===== src/rtl/uart_tx_fifo.sv =====
// uart_tx_fifo: transmit byte buffer between the UART register logic and the
// UART bit sender. Bytes written by the CPU are queued in a FIFO. A small
// launcher hands them to the sender one at a time: a one-cycle tx_en pulse,
// with tx_data held for the whole frame. The launcher then waits for the
// sender status to go busy and back to idle before it launches the next byte.
//
// Ports:
//   CLK, Reset_n      clock (rising edge), asynchronous active-low reset
//   wr_en, wr_data    push one byte per cycle
//   clr_ovf           clears the sticky overflow flag (and tx_done_irq)
//   full, empty       FIFO occupancy flags
//   level             entry count, 0..2**ADDR_W
//   overflow          sticky: a push was attempted while full
//   busy              launcher active or FIFO non-empty
//   tx_data, tx_en    byte and launch pulse to the sender (registered)
//   tx_status         sender status, 1 = idle, 0 = frame in progress
//   tx_done_irq       only with UART_TXFIFO_IRQ_EN: last queued frame done
//
// Optional feature macro: UART_TXFIFO_IRQ_EN adds the tx_done_irq output.

module uart_tx_fifo #(
    parameter int ADDR_W = 4
) (
    input  logic              CLK,
    input  logic              Reset_n,
    input  logic              wr_en,
    input  logic [7:0]        wr_data,
    input  logic              clr_ovf,
    output logic              full,
    output logic              empty,
    output logic [ADDR_W:0]   level,
    output logic              overflow,
    output logic              busy,
    output logic [7:0]        tx_data,
    output logic              tx_en,
    input  logic              tx_status
`ifdef UART_TXFIFO_IRQ_EN
    ,
    output logic              tx_done_irq
`endif
);

    localparam int DEPTH = 1 << ADDR_W;
    localparam logic [ADDR_W:0] DEPTH_CNT = (ADDR_W + 1)'(DEPTH);

    typedef enum logic [1:0] {
        IDLE,
        LAUNCH,
        WAIT_START,
        WAIT_DONE
    } state_t;

    state_t            state;
    logic [7:0]        mem [DEPTH];
    logic [ADDR_W-1:0] wr_ptr;
    logic [ADDR_W-1:0] rd_ptr;
    logic [ADDR_W:0]   count;
    logic              pop;
    logic              push;

    assign full  = (count == DEPTH_CNT);
    assign empty = (count == '0);
    assign level = count;
    assign busy  = (state != IDLE) || !empty;

    // Pop only on the IDLE -> LAUNCH step. A pop frees a slot on the same
    // edge, so a push arriving while full is still accepted in that cycle.
    assign pop  = (state == IDLE) && !empty && tx_status;
    assign push = wr_en && (!full || pop);

    // Storage is not reset; only the pointers and the count define contents.
    always_ff @(posedge CLK) begin
        if (push) mem[wr_ptr] <= wr_data;
    end

    always_ff @(posedge CLK or negedge Reset_n) begin
        if (!Reset_n) begin
            wr_ptr   <= '0;
            rd_ptr   <= '0;
            count    <= '0;
            overflow <= 1'b0;
        end else begin
            if (push) wr_ptr <= wr_ptr + 1'b1;
            if (pop)  rd_ptr <= rd_ptr + 1'b1;
            case ({push, pop})
                2'b10:   count <= count + 1'b1;
                2'b01:   count <= count - 1'b1;
                default: count <= count;
            endcase
            // Setting has priority over clearing.
            if (wr_en && !push) overflow <= 1'b1;
            else if (clr_ovf)   overflow <= 1'b0;
        end
    end

    // Launcher: tx_en and tx_data are registered; tx_data changes only on a
    // pop and is otherwise held, including while idle.
    always_ff @(posedge CLK or negedge Reset_n) begin
        if (!Reset_n) begin
            state   <= IDLE;
            tx_en   <= 1'b0;
            tx_data <= 8'h00;
        end else begin
            tx_en <= 1'b0;
            case (state)
                IDLE: begin
                    if (pop) begin
                        tx_data <= mem[rd_ptr];
                        tx_en   <= 1'b1;
                        state   <= LAUNCH;
                    end
                end
                // Status is ignored for one cycle, giving the sender time to
                // react to tx_en before its status is trusted.
                LAUNCH:     state <= WAIT_START;
                WAIT_START: if (!tx_status) state <= WAIT_DONE;
                WAIT_DONE:  if (tx_status)  state <= IDLE;
                default:    state <= IDLE;
            endcase
        end
    end

`ifdef UART_TXFIFO_IRQ_EN
    // Fires when a frame completes with nothing left to send.
    always_ff @(posedge CLK or negedge Reset_n) begin
        if (!Reset_n) begin
            tx_done_irq <= 1'b0;
        end else if ((state == WAIT_DONE) && tx_status && empty) begin
            tx_done_irq <= 1'b1;
        end else if (push || clr_ovf) begin
            tx_done_irq <= 1'b0;
        end
    end
`endif

endmodule


===== config.mk =====
export PLATFORM = sky130hd
export DESIGN_NAME = uart_tx_fifo
export DESIGN_NICKNAME = d
export VERILOG_FILES = /design/src/rtl/uart_tx_fifo.sv
export SDC_FILE = /design/constraint.sdc
export NUM_CORES = 1
export LEC_CHECK = 0
export ABC_CLOCK_PERIOD_IN_PS = 3500
export CAP_MARGIN = 15
export CORE_ASPECT_RATIO = 1.5
export CORE_UTILIZATION = 49
export CTS_CLUSTER_SIZE = 28
export DETAILED_ROUTE_END_ITERATION = 10
export PLACE_DENSITY_LB_ADDON = 0.08
export SLEW_MARGIN = 30
export SYNTH_ARGS = -nofsm -noshare
export SYNTH_HDL_FRONTEND = slang
export SYNTH_SLANG_ARGS = --single-unit
export TNS_END_PERCENT = 20

===== constraint.sdc =====
create_clock -name CLK -period 3.5 [get_ports CLK]
set_clock_uncertainty 0.1 [all_clocks]
set_input_delay 0.525 -clock CLK [delete_from_list [all_inputs] [get_ports CLK]]
set_output_delay 0.525 -clock CLK [all_outputs]
set_load 0.005 [all_outputs]

# Yosys cells after proc, flatten, opt, wreduce, memory -nomap -nowiden
# Memory sizes are Yosys's and may differ from the RTL's. A register that Yosys moved wholly into a read port is not among the register bits.
# Cells that the tools add are included.
# Widths: inputs -> output; s select.
[totals]
regBits = 17
mem_bits_rw = 128
inputBits = 13
output_inout_bits = 18
wordCells = 48
mem_count = 1
[memory_table]
columns = ["memory", "words", "width", "rd", "rd_ports_with_merged_regs", "write_ports", "line_no", "text"]
rows = [
  ["mem", 16, 8, 1, 1, 1, "54", "logic [7:0] mem [DEPTH];"],
]
[op_classes]
n_addsub = 4
eq_ne = 9
n_mux = 11
reduce_logical = 17
[ops]
columns = ["op", "n"]
rows = [
  ["$pmux 5 s2", 1],
  ["$add 4x1->4 const B", 2],
  ["$pmux 2 s4", 1],
  ["$eq 2x2->1 const B", 3],
  ["$mux 1", 6],
  ["$mux 2", 3],
  ["$ne 2x2->1 const B", 3],
  ["$reduce_bool 2->1", 3],
  ["$add 5x1->5 const B", 1],
  ["$eq 5x5->1 const B", 1],
  ["$logic_not 5->1", 1],
  ["$sub 5x1->5 const B", 1],
  ["$eq 2x1->1 const B", 2],
  ["$logic_and 1x1->1", 4],
  ["$logic_not 1->1", 4],
  ["$reduce_and 3->1", 1],
  ["$logic_not 2->1", 1],
  ["$logic_or 1x1->1", 2],
  ["$reduce_and 2->1", 1],
]

# Depth between registers and ports, before layout
[logic_depth]
word_depth = 9
ltp_mapped = 13

# Least setup slack after synthesis
# Ideal clock, no wire load.
[synth_path]
path_type = "register -> register"
from = "register state[0]"
to = "register count[4] (netlist: level[4])"
arrival_ns = 2.517
path_slack_ns = 0.777
stages_incl_launch_ff = 14
period_less_slack_ns = 2.723
cell_sequence = "dfrtp_1 -> inv_1 -> ha_1 -> nand2_1 -> a31oi_4 -> inv_1 -> ha_1 -> buf_2 -> xor2_1 -> ha_1 -> o211a_1 -> o21ai_0 -> o41ai_1 -> nor4b_1"
[synth_between]
elab_chain_cells = 7
elab_cells_between_ends = 9
cone_classes = "2 x eq/ne; 1 x mux; 6 x reduce/logical"
[synth_rtl]
columns = ["element", "line_no", "text"]
rows = [
  ["from (decl)", "53", "state_t state;"],
  ["from (signal assigned)", "100", "state <= IDLE;"],
  ["from (signal assigned)", "110", "state <= LAUNCH;"],
  ["from (signal assigned)", "115", "LAUNCH: state <= WAIT_START;"],
  ["$logic_not 2->1 *", "68", "assign pop = (state == IDLE) && !empty && tx_status;"],
  ["$logic_and 1x1->1 * (2 in a row)", "68", ""],
  ["$logic_or 1x1->1", "69", "assign push = wr_en && (!full || pop);"],
  ["$logic_and 1x1->1", "69", ""],
  ["$eq 2x1->1 / $eq 2x2->1 (equally long branches)", "85", "case ({push, pop})"],
  ["$pmux 5 s2 / $reduce_bool 2->1 (equally long branches)", "--", ""],
  ["to (signal assigned)", "86", "2'b10: count <= count + 1'b1;"],
  ["to (signal assigned)", "87", "2'b01: count <= count - 1'b1;"],
  ["to (signal assigned)", "88", "default: count <= count;"],
  ["to (decl)", "57", "logic [ADDR_W:0] count;"],
]
# Every way passes the cells marked *; elsewhere a longest branch is shown, timed or not.
# A chain may end at the register's enable or synchronous reset.

# Final worst setup path
[layout_path]
from = "register count[2] (netlist: level[2])"
to = "register count[4] (netlist: level[4])"
[layout_between]
elab_chain_cells = 8
elab_cells_between_ends = 14
cone_classes = "2 x add/sub; 3 x eq/ne; 1 x mux; 8 x reduce/logical"
[layout_rtl]
columns = ["element", "line_no", "text"]
rows = [
  ["$logic_not 5->1 *", "62", "assign empty = (count == '0);"],
  ["$logic_not 1->1 *", "68", ""],
  ["$logic_and 1x1->1 * (2 in a row)", "68", ""],
  ["via pop", "58", "logic pop;"],
  ["$logic_or 1x1->1", "69", ""],
  ["$logic_and 1x1->1", "69", ""],
  ["$eq 2x1->1 / $eq 2x2->1 (equally long branches)", "85", ""],
  ["$pmux 5 s2 / $reduce_bool 2->1 (equally long branches)", "--", ""],
]
# Mark *: on every way through the listed nets, which the timed path passes. The rest lies on a longest branch.

==> reports/summary.txt <==
mapped cell area: 6480 um^2
met1 WL: 4830 um
post-route setup TNS: 0 ns
max-slew violation count: 0
synth warn: 0
CP Max Fanout: 12
area delta synth->final: 15.4%
most frequent cells in the layout: edfxtp_1, clkdlybuf4s50_1, dfrtp_1
Final min period: 3.18 ns
layout cells sized above 1: 15.8%
number of antenna violations at the first check in global routing: 0
element type at the critical path start: flop
largest net degree at the start of global routing: 34
Bufs and invs on worst path: 1
Die H: 143 um
Fmax: 315 MHz
Max H-tree Level: 4
clock root cell: clkbuf_16
CTS max path bufs: 2
Post-synth EDFFs: 128
overall power: 5.81 mW
Cell Chain, Critical Path: nor4_4 > a21o_2 > inv_2 > ha_1 > xor2_1 > ha_1 > o211a_1 > o21ai_0 > o41ai_1 > nor4b_1
drt drc: 0
Initial Util: 50.1%
Cell variety after synth: 46
Crit path arrival time: 3.38 ns
vias in the first global route: 3230
Max-slew headroom: 45.9%
die area: 13700 um^2
Synth area leaders: edfxtp_1, dfrtp_1, mux4_1
RSZ-0062 raised after global routing: no
clk slew on worst S/H paths: 0.07 ns
Nets: 413
Setup CP Type: reg -> reg
Seq cells post-synth: 153
Die Wd: 95.9 um
Antenna Nets Post-Route: 0
vias post-DR: 3158
Port Buf Inserts: 30
Hold Crit Class: in -> async
DR vias/cell: 5.65
CP delay by family, top: compound AO/OA/AOI/OAI gates
Post-DP HPWL: 7770 um
cts bufs inserted: 17
sequential share of the synthesized area: 68.9%
clk sink count: 153
top cell type by total area after synthesis: edfxtp_1
part of the cycle the worst path needs: 90.7%
gp weighted congestion: 0.768
core area: 13000 um^2
final setup fails: 0
synthesized area per cell: 18.8 um^2
dominant synthesized flop cell: edfxtp_1
num ports: 31
post-DR wirelength/cell: 21.6 um
CP max stage cell: dfrtp_1
cts hold-fix bufs: 0
Max Cap Viol: 0
area of the multi-input gates: 1790 um^2
met2 wire length: 6780 um
GR Util All Layers: 19.7%
n_diodes: 0
register area: 4470 um^2
Leak: 2.66 nW
Congestion Overflow GR: 0
run status: complete, no violations
DRT Pass-1 Iters: 4
most used cell, CP: ha_1
Post-CTS Setup Bufs: 0
VDD IR max: 0.380 mV
Yosys top cell area share: 59.3%
Detailed Route WL: 12100 um
worst endpoint required time: 3.70 ns
met3 wire length: 402 um
Synth Net Count: 370
Synth Instances: 344
Critical Path Max Stage Delay: 0.48 ns
highest routed metal layer: met4
first-pass GRT wire length: 18300 um
CTS tree: built
Fin. Hold Viols: 0
fill count: 986
Resize count post-CTS: 0
most common cell after layout, fill and taps aside: edfxtp_1
CP endpoint kind: flop
Least-Margin Pin Slew: 0.812 ns
PD cells: 776 nW/um^2
row count: 51
async set or reset register ratio after synthesis: 16.3%
initial drt markers: 162
Clock Latency Late Sink: 0.41 ns
[worst register-to-register path: stages, from the launching register on]
cell and delay [ns]:
dfrtp_1 0.48, nor4_4 0.46, a21o_2 0.35, inv_2 0.12, ha_1 0.34, xor2_1 0.19, ha_1 0.22, o211a_1 0.24
o21ai_0 0.16, o41ai_1 0.11, nor4b_1 0.30
[where the power goes]
group          internal, mW  leakage [nW]  total (mW)  switching, mW
Clock                  1.01         0.291        1.79          0.781
Combinational         0.787         0.908        1.49          0.700
Sequential             2.27          1.46        2.53          0.259
Total                  4.07          2.66        5.81           1.74
[sequential cells by signal, indices dropped and copies added, names as in the netlist]
signal    count
level         5
mem         128
overflow      1
rd_ptr        4
state         2
tx_data       8
tx_en         1
wr_ptr        4
[synth_stat cells, types with 2 or more instances]
cell	n
o221ai_1	8
buf_6	5
a21oi_1	3
mux4_2	11
nor2_1	8
ha_1	13
dfrtp_1	25
clkbuf_8	4
nand2_1	22
buf_2	2
mux4_1	21
mux2i_1	17
xnor2_1	6
edfxtp_1	128
nand4_1	2
nor3b_1	3
and3b_1	2
nor2b_1	2
inv_1	15
buf_8	2
mux2_2	2
o21ai_0	4
xor2_1	3
and2_1	14
[through the flow]
stage	setup slack (ns)	cells	hold slack, ns	util (%)	instance area [um^2]
2_1_floorplan	0.777	344	0.129	-	6480
3_3_place_gp	0.237	527	0.390	53.3	6900
3_5_place_dp	0.157	527	0.392	53.3	6900
4_1_cts	0.374	559	0.394	57.8	7480
5_1_grt	0.0861	559	0.409	57.8	7480
6_report	0.324	559	0.385	57.8	7480
[metal layers]
metal	GRT usage, %	vias up
li1	-	1448
met1	22.5	1640
met2	35.3	63
met3	5.48	7
met4	5.89	0
met5	0	-
[layout make-up]
class                      count  area share, %
sequential                   153           59.7
clock buffer                  17           5.69
timing repair buffer          39           5.08
multi-input combinational    160           23.9
clock inverter                15           2.07
inverter                      16          0.803
tap                          159           2.66
[logic make-up (layout without fill, tap and decap cells)]
group | Yosys count | count (layout) | synth area share (%)
AOI/OAI and AO/OA | 24 | 24 | 3.05
buffers and inverters | 31 | 87 | 3.43
adders and majority gates | 13 | 13 | 2.51
and+or+nand+nor | 62 | 62 | 5.33
muxes | 52 | 52 | 15.5
xor gates and xnor gates | 9 | 9 | 1.22
DFF | 153 | 153 | 68.9
[worst paths after layout]
check | startpoint | endpoint | slack (ns) | cells past startpoint
min reg2reg | tx_data[4] | tx_data[4] | 0.41 | 2
min in group CLK | tx_data[4] | tx_data[4] | 0.41 | 2
max reg2reg | level[2] | level[4] | 0.32 | 10
max in group asynchronous | Reset_n | rd_ptr[2] | 2.61 | 2
min | Reset_n | level[0] | 0.39 | 2
max | level[2] | level[4] | 0.32 | 10
No activity file was read; power rests on OpenSTA's default activity.
